File: src/rtl/datapost_pack.sv
// Write-back packer: masks MAC/sampler results, packs them into 64-bit words and
// hands them to the result-memory write port with incrementing word addresses.
module datapost_pack #(
   parameter int ADDR_W = 10
) (
   input  logic              clk,
   input  logic              rstn,
   input  logic              start,
   input  logic [1:0]        mode,
   input  logic [ADDR_W-1:0] base_addr,
   input  logic [15:0]       q_mask,
   input  logic              in_valid,
   output logic              in_ready,
   input  logic [15:0]       in_lane0,
   input  logic [15:0]       in_lane1,
   input  logic [15:0]       in_lane2,
   input  logic [15:0]       in_lane3,
   input  logic              flush,
   output logic              out_valid,
   input  logic              out_ready,
   output logic [63:0]       out_data,
   output logic [ADDR_W-1:0] out_addr,
   output logic [ADDR_W-1:0] word_cnt,
   output logic              busy
);

   localparam logic [1:0] MODE_SER16 = 2'd1;
   localparam logic [1:0] MODE_SER8  = 2'd2;

   logic [63:0]       r_acc;
   logic [2:0]        r_cnt;
   logic              r_flush_pend;
   logic [1:0]        r_mode;
   logic              r_out_valid;
   logic [63:0]       r_out_data;
   logic [ADDR_W-1:0] r_out_addr;
   logic [ADDR_W-1:0] r_word_cnt;

   logic [15:0] w_lanes [4];
   logic [63:0] w_quad_word;
   logic [63:0] w_merged;
   logic        w_complete;
   logic [2:0]  w_cnt_after;
   logic        w_out_free;
   logic        w_drain;
   logic        w_accept;
   logic        w_in_ready;
   logic        w_emit_flush;

   assign w_lanes[0] = in_lane0;
   assign w_lanes[1] = in_lane1;
   assign w_lanes[2] = in_lane2;
   assign w_lanes[3] = in_lane3;

   for (genvar gi = 0; gi < 4; gi++) begin : g_lane
      assign w_quad_word[16*gi +: 16] = w_lanes[gi] & q_mask;
   end

   assign w_out_free   = !r_out_valid || out_ready;
   assign w_drain      = r_out_valid && out_ready;
   assign w_in_ready   = !start && !r_flush_pend && w_out_free;
   assign w_accept     = in_valid && w_in_ready;
   // A pending flush only ever exists with no beat in flight, since in_ready is low.
   assign w_emit_flush = r_flush_pend && w_out_free;

   // Current accumulator with this cycle's beat merged into its slot.
   always_comb begin
      w_merged   = r_acc;
      w_complete = 1'b1;
      case (r_mode)
         MODE_SER16: begin
            w_merged[{r_cnt[1:0], 4'b0000} +: 16] = in_lane0 & q_mask;
            w_complete = (r_cnt[1:0] == 2'd3);
         end
         MODE_SER8: begin
            w_merged[{r_cnt, 3'b000} +: 8] = in_lane0[7:0];
            w_complete = (r_cnt == 3'd7);
         end
         default: begin
            w_merged   = w_quad_word;
            w_complete = 1'b1;
         end
      endcase
   end

   always_comb begin
      w_cnt_after = r_cnt;
      if (w_accept) begin
         w_cnt_after = w_complete ? 3'd0 : r_cnt + 3'd1;
      end
   end

   always_ff @(posedge clk or negedge rstn) begin
      if (!rstn) begin
         r_acc        <= '0;
         r_cnt        <= '0;
         r_flush_pend <= 1'b0;
         r_mode       <= '0;
         r_out_valid  <= 1'b0;
         r_out_data   <= '0;
         r_out_addr   <= '0;
         r_word_cnt   <= '0;
      end else if (start) begin
         r_acc        <= '0;
         r_cnt        <= '0;
         r_flush_pend <= 1'b0;
         r_mode       <= mode;
         r_out_valid  <= 1'b0;
         r_out_data   <= '0;
         r_out_addr   <= base_addr;
         r_word_cnt   <= '0;
      end else begin
         if (w_drain) begin
            r_out_addr  <= r_out_addr + ADDR_W'(1);
            r_word_cnt  <= r_word_cnt + ADDR_W'(1);
            r_out_valid <= 1'b0;
         end

         if (w_accept) begin
            if (w_complete) begin
               r_out_data  <= w_merged;
               r_out_valid <= 1'b1;
               r_acc       <= '0;
               r_cnt       <= '0;
            end else begin
               r_acc <= w_merged;
               r_cnt <= w_cnt_after;
            end
         end

         if (w_emit_flush) begin
            r_out_data   <= r_acc;
            r_out_valid  <= 1'b1;
            r_acc        <= '0;
            r_cnt        <= '0;
            r_flush_pend <= 1'b0;
         end else if (flush && (w_cnt_after != 3'd0)) begin
            r_flush_pend <= 1'b1;
         end
      end
   end

   assign in_ready  = w_in_ready;
   assign out_valid = r_out_valid;
   assign out_data  = r_out_data;
   assign out_addr  = r_out_addr;
   assign word_cnt  = r_word_cnt;
   assign busy      = (r_cnt != 3'd0) || r_out_valid || r_flush_pend;

endmodule
File: config.mk
export PLATFORM = sky130hd
export DESIGN_NAME = datapost_pack
export DESIGN_NICKNAME = d
export VERILOG_FILES = /design/src/rtl/datapost_pack.sv
export SDC_FILE = /design/constraint.sdc
export NUM_CORES = 1
export LEC_CHECK = 0
export BUFFER_PORTS_ARGS = -buffer_cell sky130_fd_sc_hd__buf_2
export CORE_UTILIZATION = 45
export DETAILED_ROUTE_END_ITERATION = 10
export PLACE_DENSITY = 0.67
export SYNTH_ARGS = -nofsm -noshare
export SYNTH_HDL_FRONTEND = slang
export SYNTH_SLANG_ARGS = --single-unit
File: constraint.sdc
create_clock -name clk -period 4.3 [get_ports clk]
set_clock_uncertainty 0.05 [all_clocks]
set_input_delay 0.86 -clock clk [delete_from_list [all_inputs] [get_ports clk]]
set_output_delay 0.86 -clock clk [all_outputs]
set_load 0.02 [all_outputs]
==> results of run 1 <==
-- synth_stat cells, types with 6 or more instances --
library cell  count
nor3_1           26
a31oi_1           9
or3_1             7
o32ai_1           8
nor2b_1           6
buf_2            36
ha_1             11
xor2_1           14
and2_1           12
inv_1            12
a22o_1           42
a211oi_1         23
a32oi_1          13
buf_4             6
o21ai_1          16
a22oi_1          30
buf_6             7
dfrtp_1         155
o2bb2ai_1        14
a21oi_1          82
a221oi_1         16
a22oi_2          10
nand2_1         211
o22ai_1          13
a32o_1           18
nand4_1          10
a21o_1           12
and3_1            7
a221o_1           7
a2111oi_0         6
nand3_1          48
clkbuf_1         46
o21ai_0          43
mux2_1            6
nor2_1           34
o31ai_1          18
mux2i_1          13
-- worst max-delay path, stage by stage, from the launching register on --
cell and delay (ps):
dfrtp_1 860, inv_1 190, ha_1 340, ha_1 660, o311ai_2 470, or3_1 470
nand3_1 100, nor2_1 50, o31ai_1 280
-- state kept, by name, summed over array words and instances, names as in the netlist --
register	cells
r_mode	2
out_valid	1
out_addr	10
out_data	64
word_cnt	10
r_acc	64
r_flush_pend	1
r_cnt	3
-- per-stage QoR --
step	cell area, um2	power, mW	setup WS, ps	utilization, %	hold slack [ps]
2_1_floorplan	9900	2.35	1450	-	429
3_3_place_gp	10900	2.72	937	51.2	411
3_5_place_dp	10900	2.73	776	51.2	419
4_1_cts	11500	4.38	760	54.3	425
5_1_grt	11500	4.56	433	54.3	427
6_report	11500	4.40	714	54.3	388
-- layer usage --
metal  wire, um  GRT usage [%]  up-vias
li1           -              -     4555
met1      15100           45.2     4914
met2      16300           49.6      574
met3       3470           6.64       84
met4        996           11.7        0
met5          0              0        -
-- report_power, final --
| group | switching [mW] | internal [mW] |
|---|---|---|
| clock network | 0.657 | 1.01 |
| logic | 0.743 | 0.351 |
| registers | 0.0888 | 1.55 |
-- area by class of cell --
type / instances / area share (%)
multi-input cells: 863 / 47.5
flip-flops and latches: 155 / 33.6
repair buffers: 212 / 9.96
clock buffers: 20 / 3.95
well taps: 275 / 2.98
clock inverters: 12 / 1.59
inverters: 13 / 0.422
-- worst min path at each step --
| stage | from | end | slack, ps | cells past startpoint |
|---|---|---|---|---|
| 2_1_floorplan | r_acc[54] | r_acc[54] | 430 | 2 |
| 3_3_place_gp | out_data[33] | out_data[33] | 410 | 2 |
| 5_1_grt | rstn | out_data[26] | 430 | 1 |
| 4_1_cts | rstn | r_acc[34] | 420 | 1 |
| 6_report | rstn | out_data[26] | 390 | 1 |
| 3_5_place_dp | out_data[31] | out_data[31] | 420 | 2 |
-- cells by family (layout without fill, tap and decap cells) --
logic type	count (synthesis)	in the layout	share of synthesized area (%)
simple gates	398	398	18.9
compound gates	419	419	31.6
fa+ha+maj	11	11	1.39
mux	19	19	2.00
flops	155	155	39.2
xor+xnor	16	16	1.42
buf+inv	113	257	5.50
==> metrics, run 1 <==
CTS Root Cell=clkbuf_16; Total Routing Usage GR=between 30% and 40%; most frequent cells in the layout=nand2_1 (211), buf_2 (183), dfrtp_1 (155), a21oi_1 (82), nand3_1 (48); fmax=roughly 0.28 GHz; TritonCTS clock tree=done; FF-to-FF setup slack=just over 700 ps; Slew @ Worst Pin=between 1000 and 1500 ps; I/O Buffers=between 150 and 200; Post-Synthesis Cells=approximately 1,100; # hold bufs at CTS=0; postcts setup bufs=0; Slew Viols, Final=0; fraction of registers with async set/reset=100%; ys flop type=dfrtp_1; final setup vio count=0; Net Count, Synth=about 1,200; flops & latches, synth=between 150 and 200; min-delay worst type=in2async; Yosys cell types=between 80 and 90; clk sinks=155; first-pass GRT wire length=approximately 56,000 um; CP endpoint=out_data[29]; DR DRC count=0; initial drt markers=~1,200; crit path launch type=flip-flop; Pwr Density=~380 mW/mm2; Die H=about 150 um; final worst path period share=between 80% and 90%; Max-Slew Margin vs Limit=roughly a fifth; synth warn=0; RSZ-0062 raised after global routing=false; nets@finish=around 1,400; post-DR vias/cell=around 6.5; worst flop-to-flop path startpoint=r_cnt[0]; CP endpoint kind=flip-flop; Cell Area, Synth=a little under 0.01 mm2; R2R Path End=out_data[29]; Inserted Clock Buffers=17; post-DP HPWL=about 24,000 um; Wirelength per Cell=23.2 um; Final ANT Viol Nets=0; dominant cells by area after synthesis=dfrtp_1 (39%), nand2_1 (8.0%), a21oi_1 (4.1%), a22o_1 (3.7%), nand3_1 (2.4%); final hold violation count=0; final worst path period need=approximately 3600 ps; placement row count=53; post-cts sizing count=0; worst vdd rail ir drop=261 uV; largest net degree at the start of global routing=72; layout cells sized above 1=21.4%; arrival time worst endpoint=~3900 ps; Ports=185; fill count=just under 2,000; Setup TNS=0 ps; max-cap violations=0; placed insts=around 1,500; Layout area overhead=16.7%; cell accounting for the most synthesized area=dfrtp_1; die area=0.0226 mm2; clock-pin slew on the worst setup and hold paths=~70 ps; Clock Path Buffers=2; core area=0.0213 mm2; Post-synth EDFFs=0; crit path kind=reg2reg; Avg Cell Area, Syn=between 8 and 9 um2; Starting Density=46.5%; H-tree level count=4; Crit Path Max Fanout=25; die width=between 150 and 200 um; top-area cell type share of the netlist area=~39%; fin cells=approximately 1,600; Setup crit start=r_cnt[0]; DR pass1 iterations=6; area of the multi-input gates=about 0.0055 mm2; clock latency on the worst-skew pair=between 400 and 500 ps; Worst Path Required=4570 ps; Remaining Overflow, GRT=0; DRT Wirelength=~36,000 um; # diodes=0; Vias=10,100; commonest non-fill, non-tap cell in the layout=nand2_1; routability cong.=~0.93; sequential share of the synthesized area=about two fifths; Static Leak=about 5.2 nW; register area=between 0.003 and 0.004 mm2; antenna violations before repair=0; vias in the first global route=9,648; status=complete, no violations; FF-to-FF path depth=8
Note: power is estimated with default switching activity, not from simulation.
==> inputs of run 2 (changes only) <==
clock period = 3.3 ns   (was 4.3 ns; I/O delays follow)
==> run 2 against run 1 <==
Effect of this change:
- first-iteration DRC count shrank 7.5%
- die area stayed put
- hold slack worse by 170 ps
- sequential share of layout area down 0.36 points
- worst setup slack worse by 410 ps
- clock power grew 32%
- total power grew 31%
- flip-flop and latch count unchanged
- non-clock buffer count is 12 higher
- sequential power rose by 30%
- via count hardly changed
==> metrics, run 2 (synthesis results as in run 1) <==
status=complete, no violations (unchanged); crit path launch type=flip-flop (unchanged); Pwr Total=5.77 mW (was 4.40 mW); crit path kind=reg2reg (unchanged); layout cells sized above 1=22.2% (was 21.4%); final worst path period share=90.8% (was 83.4%); final setup vio count=0 (unchanged); Crit Path Max Fanout=17 (was 25); Net Sw Frac=33.0% (was 33.9%); Vias=10,100 (about the same); Static Leak=5.24 nW (was 5.18 nW); post-DP HPWL=24,500 um (was 24,400 um); most frequent cells in the layout=nand2_1 (211), buf_2 (183), dfrtp_1 (155), a21oi_1 (82), nand3_1 (48) (unchanged); met1 GRT Util=44.8% (was 45.2%); Die H=150 um (unchanged); Ports=185 (unchanged); min-delay worst type=in2async (unchanged); Total Routing Usage GR=31.8% (was 32.4%); RSZ-0062 raised after global routing=false (unchanged); Layout area overhead=18.0% (was 16.7%); largest net degree at the start of global routing=78 (was 72); routability cong.=0.939 (was 0.933); antenna violations before repair=1 (was 0); global route hottest layer=met2 (unchanged); clk sinks=155 (unchanged); H-tree level count=4 (unchanged); first-pass GRT wire length=54,500 um (was 55,600 um); Inserted Clock Buffers=17 (unchanged); Wirelength per Cell=22.8 um (was 23.2 um); final worst path period need=3000 ps (was 3590 ps); initial drt markers=1,069 (was 1,156); Slew Viols, Final=0 (unchanged); Clk pwr share=38.1% (was 37.9%); Pwr Density=495 mW/mm2 (was 381 mW/mm2); NetSw=1.91 mW (was 1.49 mW); TritonCTS clock tree=done (unchanged); die area=0.0226 mm2 (unchanged); clock latency on the worst-skew pair=420 ps (was 430 ps); DRT Wirelength=35,700 um (was 35,900 um); FF-to-FF setup slack=300 ps (was 710 ps); DR DRC count=0 (unchanged); Remaining Overflow, GRT=0 (unchanged); combinational share of power=25.1% (was 24.9%); die width=150 um (unchanged); nets@finish=1,383 (was 1,371); arrival time worst endpoint=3230 ps (was 3860 ps); placement row count=53 (unchanged); internal cell power=3.87 mW (was 2.91 mW); commonest non-fill, non-tap cell in the layout=nand2_1 (unchanged); Worst Path Required=3540 ps (was 4570 ps); post-DR vias/cell=6.49 (was 6.53); CP endpoint kind=flip-flop (unchanged); postcts setup bufs=0 (unchanged); I/O Buffers=184 (unchanged); Max-Slew Margin vs Limit=26.1% (was 18.6%); met2 track demand over resource=48.2% (was 49.6%); met3 usage=5.27% (was 6.64%); clock-pin slew on the worst setup and hold paths=60 ps (was 70 ps); CTS Root Cell=clkbuf_16 (unchanged); Setup TNS=0 ps (unchanged); # diodes=0 (unchanged); worst vdd rail ir drop=322 uV (was 261 uV); core area=0.0213 mm2 (unchanged); fmax=0.334 GHz (was 0.279 GHz); DR pass1 iterations=6 (unchanged); Slew @ Worst Pin=1110 ps (was 1220 ps); vias in the first global route=9,378 (was 9,648); Sequential Power Share=36.8% (was 37.2%); FF-to-FF path depth=7 (was 8); final hold violation count=0 (unchanged); Final ANT Viol Nets=0 (unchanged); max-cap violations=0 (unchanged); Starting Density=46.5% (unchanged); Clock Path Buffers=2 (unchanged)
run 2: changes by cell type in the layout (fill, tap and decap cells not counted):
cell       before  now
buf_12          1    3
buf_4          27   37
bufinv_16       4    5
clkinv_2        1    2
clkinv_4        1    2
ha_1           10    9
ha_2            0    1
inv_6           4    0
run 2: stage by stage:
step	instances	util [%]	setup WS, ps	cell area [um2]	hold WS [ps]
floorplan	1131	-	454	9900	314
global placement	1530	51.8	348	11000	409
detailed placement	1530	51.8	206	11000	414
CTS	1561	54.8	202	11700	259
global route	1561	54.9	136	11700	269
finish	1561	54.9	302	11700	217
run 2: per-layer routing:
| metal | vias up | wire length [um] |
|---|---|---|
| met3 | 73 | 3250 |
| met4 | 0 | 1060 |
| met5 | - | 0 |
| li1 | 4565 | - |
| met1 | 4930 | 15400 |
| met2 | 566 | 16000 |
run 2: worst max-delay path, cell delays in order, from the launching register on:
cell	delay, ps
dfrtp_1	560
inv_1	150
ha_1	300
ha_2	560
o311ai_2	400
nor3b_1	270
a221oi_1	430
o21ai_0	150
run 2: repair_timing:
action                     CTS  global route
resized for setup            0             1
setup endpoints to repair    0             3
hold buffers                 0             0
run 2: power groups by stage:
stage / registers [mW] / clock network [mW] / logic [mW]
after floorplan: 2.22 / 0 / 0.831
after global placement: 2.15 / 0 / 1.41
after detailed placement: 2.16 / 0 / 1.42
after CTS: 2.12 / 2.21 / 1.42
after global routing: 2.14 / 2.30 / 1.56
final: 2.13 / 2.20 / 1.45
run 2: layout make-up:
class / instances / area, um2
Sequential cell: 155 / 3880
Multi-Input combinational cell: 863 / 5490
Tap cell: 275 / 344
Timing Repair Buffer: 224 / 1260
Clock inverter: 11 / 193
Inverter: 13 / 48.8
Fill cell: 1996 / 9610
Clock buffer: 20 / 457
run 2: final timing paths:
check,to,startpoint
min reg2reg,out_data[55],out_data[55]
max in group asynchronous,r_acc[32],rstn
min,out_data[39],rstn
min in group clk,out_addr[7],base_addr[7]
max reg2reg,r_acc[30],r_cnt[1]
max,r_acc[30],r_cnt[1]
==> inputs of run 3 (changes only) <==
CORE_UTILIZATION = 38   (was 45)
PLACE_DENSITY = 0.58   (was 0.67)
==> run 3 against run 2 <==
Effect of this change:
- cell area rose by 0.78%
- critical path type unchanged
- core utilization is 8.4 points lower
- maximum frequency increased by 1.9%
- die area increased by 18%
- clock-buffer cell count did not move
- largest cell class unchanged
- largest power group is now sequential cells
- hold slack worse by 46 ps
- first-iteration DRC count shrank 10%
- register-to-register slack gained 60 ps
==> metrics, run 3 (synthesis results as in run 1) <==
Worst Path Required=3550 ps (was 3540 ps); Final ANT Viol Nets=0 (unchanged); Remaining Overflow, GRT=0 (unchanged); fmax=0.340 GHz (was 0.334 GHz); Crit path largest cell delay=580 ps (was 560 ps); Layout area overhead=18.9% (was 18.0%); vias in the first global route=9,513 (was 9,378); RSZ-0062 raised after global routing=false (unchanged); worst vdd rail ir drop=291 uV (was 322 uV); Layout Utilization=46.5% (was 54.9%); buffers and inverters on the worst path=1 (unchanged); Starting Density=39.1% (was 46.5%); Clk pwr share=36.3% (was 38.1%); placed insts=1,591 (was 1,530); wl on met1=16,500 um (was 15,400 um); initial drt markers=958 (was 1,069); largest net degree at the start of global routing=70 (was 78); clock-pin slew on the worst setup and hold paths=70 ps (was 60 ps); Inserted Clock Buffers=17 (unchanged); most frequent CP cell=ha_1; final hold violation count=0 (unchanged); Crit Path Max Fanout=12 (was 17); Pwr Total=5.65 mW (was 5.77 mW); worst flop-to-flop path startpoint=r_cnt[0] (was r_cnt[1]); clk sinks=155 (unchanged); R2R Path End=out_data[6] (was r_acc[30]); I/O Buffers=184 (unchanged); Worst path top cell family by delay=simple AND/OR/NAND/NOR gates (was compound AO/OA/AOI/OAI gates); FF-to-FF path depth=7 (unchanged); most frequent cells in the layout=nand2_1 (211), buf_2 (183), dfrtp_1 (155), a21oi_1 (82), nand3_1 (48) (unchanged); NetSw=1.99 mW (was 1.91 mW); CP endpoint kind=flip-flop (unchanged); Static Leak=5.25 nW (was 5.24 nW); critical-path cell list=inv_1 -> ha_1 -> ha_1 -> nor4b_2 -> nand2_1 -> a311oi_1 -> o32ai_1 (was inv_1 -> ha_1 -> ha_2 -> o311ai_2 -> nor3b_1 -> a221oi_1 -> o21ai_0); postcts setup bufs=0 (unchanged); Net Sw Frac=35.2% (was 33.0%); Die H=163 um (was 150 um); highest metal used=met4 (unchanged); DR DRC count=0 (unchanged); # diodes=0 (unchanged); combinational share of power=26.0% (was 25.1%); Clock Path Buffers=2 (unchanged); Setup TNS=0 ps (unchanged); nets@finish=1,389 (was 1,383); fin cells=1,622 (was 1,561); clock latency on the worst-skew pair=440 ps (was 420 ps); status=complete, no violations (unchanged); Ports=185 (unchanged); WL met2=17,300 um (was 16,000 um); # hold bufs at CTS=0 (unchanged); post-cts sizing count=0 (unchanged); Slew @ Worst Pin=1050 ps (was 1110 ps); post-DR vias/cell=6.21 (was 6.49); arrival time worst endpoint=3200 ps (was 3230 ps); min-delay worst type=in2async (unchanged); final worst path period share=89.2% (was 90.8%); crit path kind=reg2reg (unchanged); Slew Viols, Final=0 (unchanged); Sequential Power Share=37.7% (was 36.8%); core area=0.0253 mm2 (was 0.0213 mm2); post-DP HPWL=25,700 um (was 24,500 um); final setup vio count=0 (unchanged); Pwr Density=480 mW/mm2 (was 495 mW/mm2); Wirelength per Cell=23.0 um (was 22.8 um); DR pass1 iterations=8 (was 6); crit path launch type=flip-flop (unchanged); H-tree level count=4 (unchanged); CTS Root Cell=clkbuf_16 (unchanged); routability cong.=0.947 (was 0.939); first-pass GRT wire length=56,800 um (was 54,500 um); commonest non-fill, non-tap cell in the layout=nand2_1 (unchanged); Max-Slew Margin vs Limit=29.6% (was 26.1%); slowest CP cell=a311oi_1 (was dfrtp_1); FF-to-FF setup slack=360 ps (was 300 ps); Total Routing Usage GR=28.1% (was 31.8%); die width=163 um (was 150 um); die area=0.0267 mm2 (was 0.0226 mm2); antenna violations before repair=0 (was 1); placement row count=58 (was 53); layout cells sized above 1=22.4% (was 22.2%); DRT Wirelength=37,400 um (was 35,700 um); met3 WL=2970 um (was 3250 um); Vias=10,100 (about the same); final worst path period need=2940 ps (was 3000 ps); internal cell power=3.66 mW (was 3.87 mW); max-cap violations=0 (unchanged); TritonCTS clock tree=done (unchanged)
-- run 3: metrics by stage --
stage	instance area (um2)	setup WS [ps]	hold slack, ps
6_report	11800	357	171
5_1_grt	11800	166	204
4_1_cts	11800	384	198
3_5_place_dp	11200	391	417
3_3_place_gp	11200	489	412
2_1_floorplan	9900	454	314
-- run 3: power groups by stage --
stage | clock, mW | combinational (mW) | sequential (mW)
6_report | 2.05 | 1.47 | 2.13
3_3_place_gp | 0 | 1.44 | 2.16
3_5_place_dp | 0 | 1.45 | 2.16
4_1_cts | 2.07 | 1.45 | 2.13
5_1_grt | 2.15 | 1.58 | 2.14
2_1_floorplan | 0 | 0.831 | 2.22
-- run 3: worst max-delay path by stage --
stage	slack, ps	cells after the start	to	startpoint
global placement	490	7	out_data[6]	r_cnt[0]
global route	170	7	out_data[6]	r_cnt[0]
finish	360	7	out_data[6]	r_cnt[0]
detailed placement	390	7	out_data[6]	r_cnt[0]
CTS	380	7	out_data[6]	r_cnt[0]
floorplan	450	11	out_data[42]	r_cnt[0]
-- run 3: metal layers --
layer | track usage, % | up-vias
li1 | - | 4580
met1 | 39.8 | 4992
met2 | 43.5 | 452
met3 | 5.10 | 41
met4 | 7.99 | 0
met5 | 0 | -
-- run 3: cell type report --
cell class,instances,area (um2)
clock buffer,20,457
clock inverter,11,135
fill,2463,13600
inverter,13,48.8
multi-input combinational,863,5490
sequential,155,3880
tap,330,413
timing repair buffer,230,1350
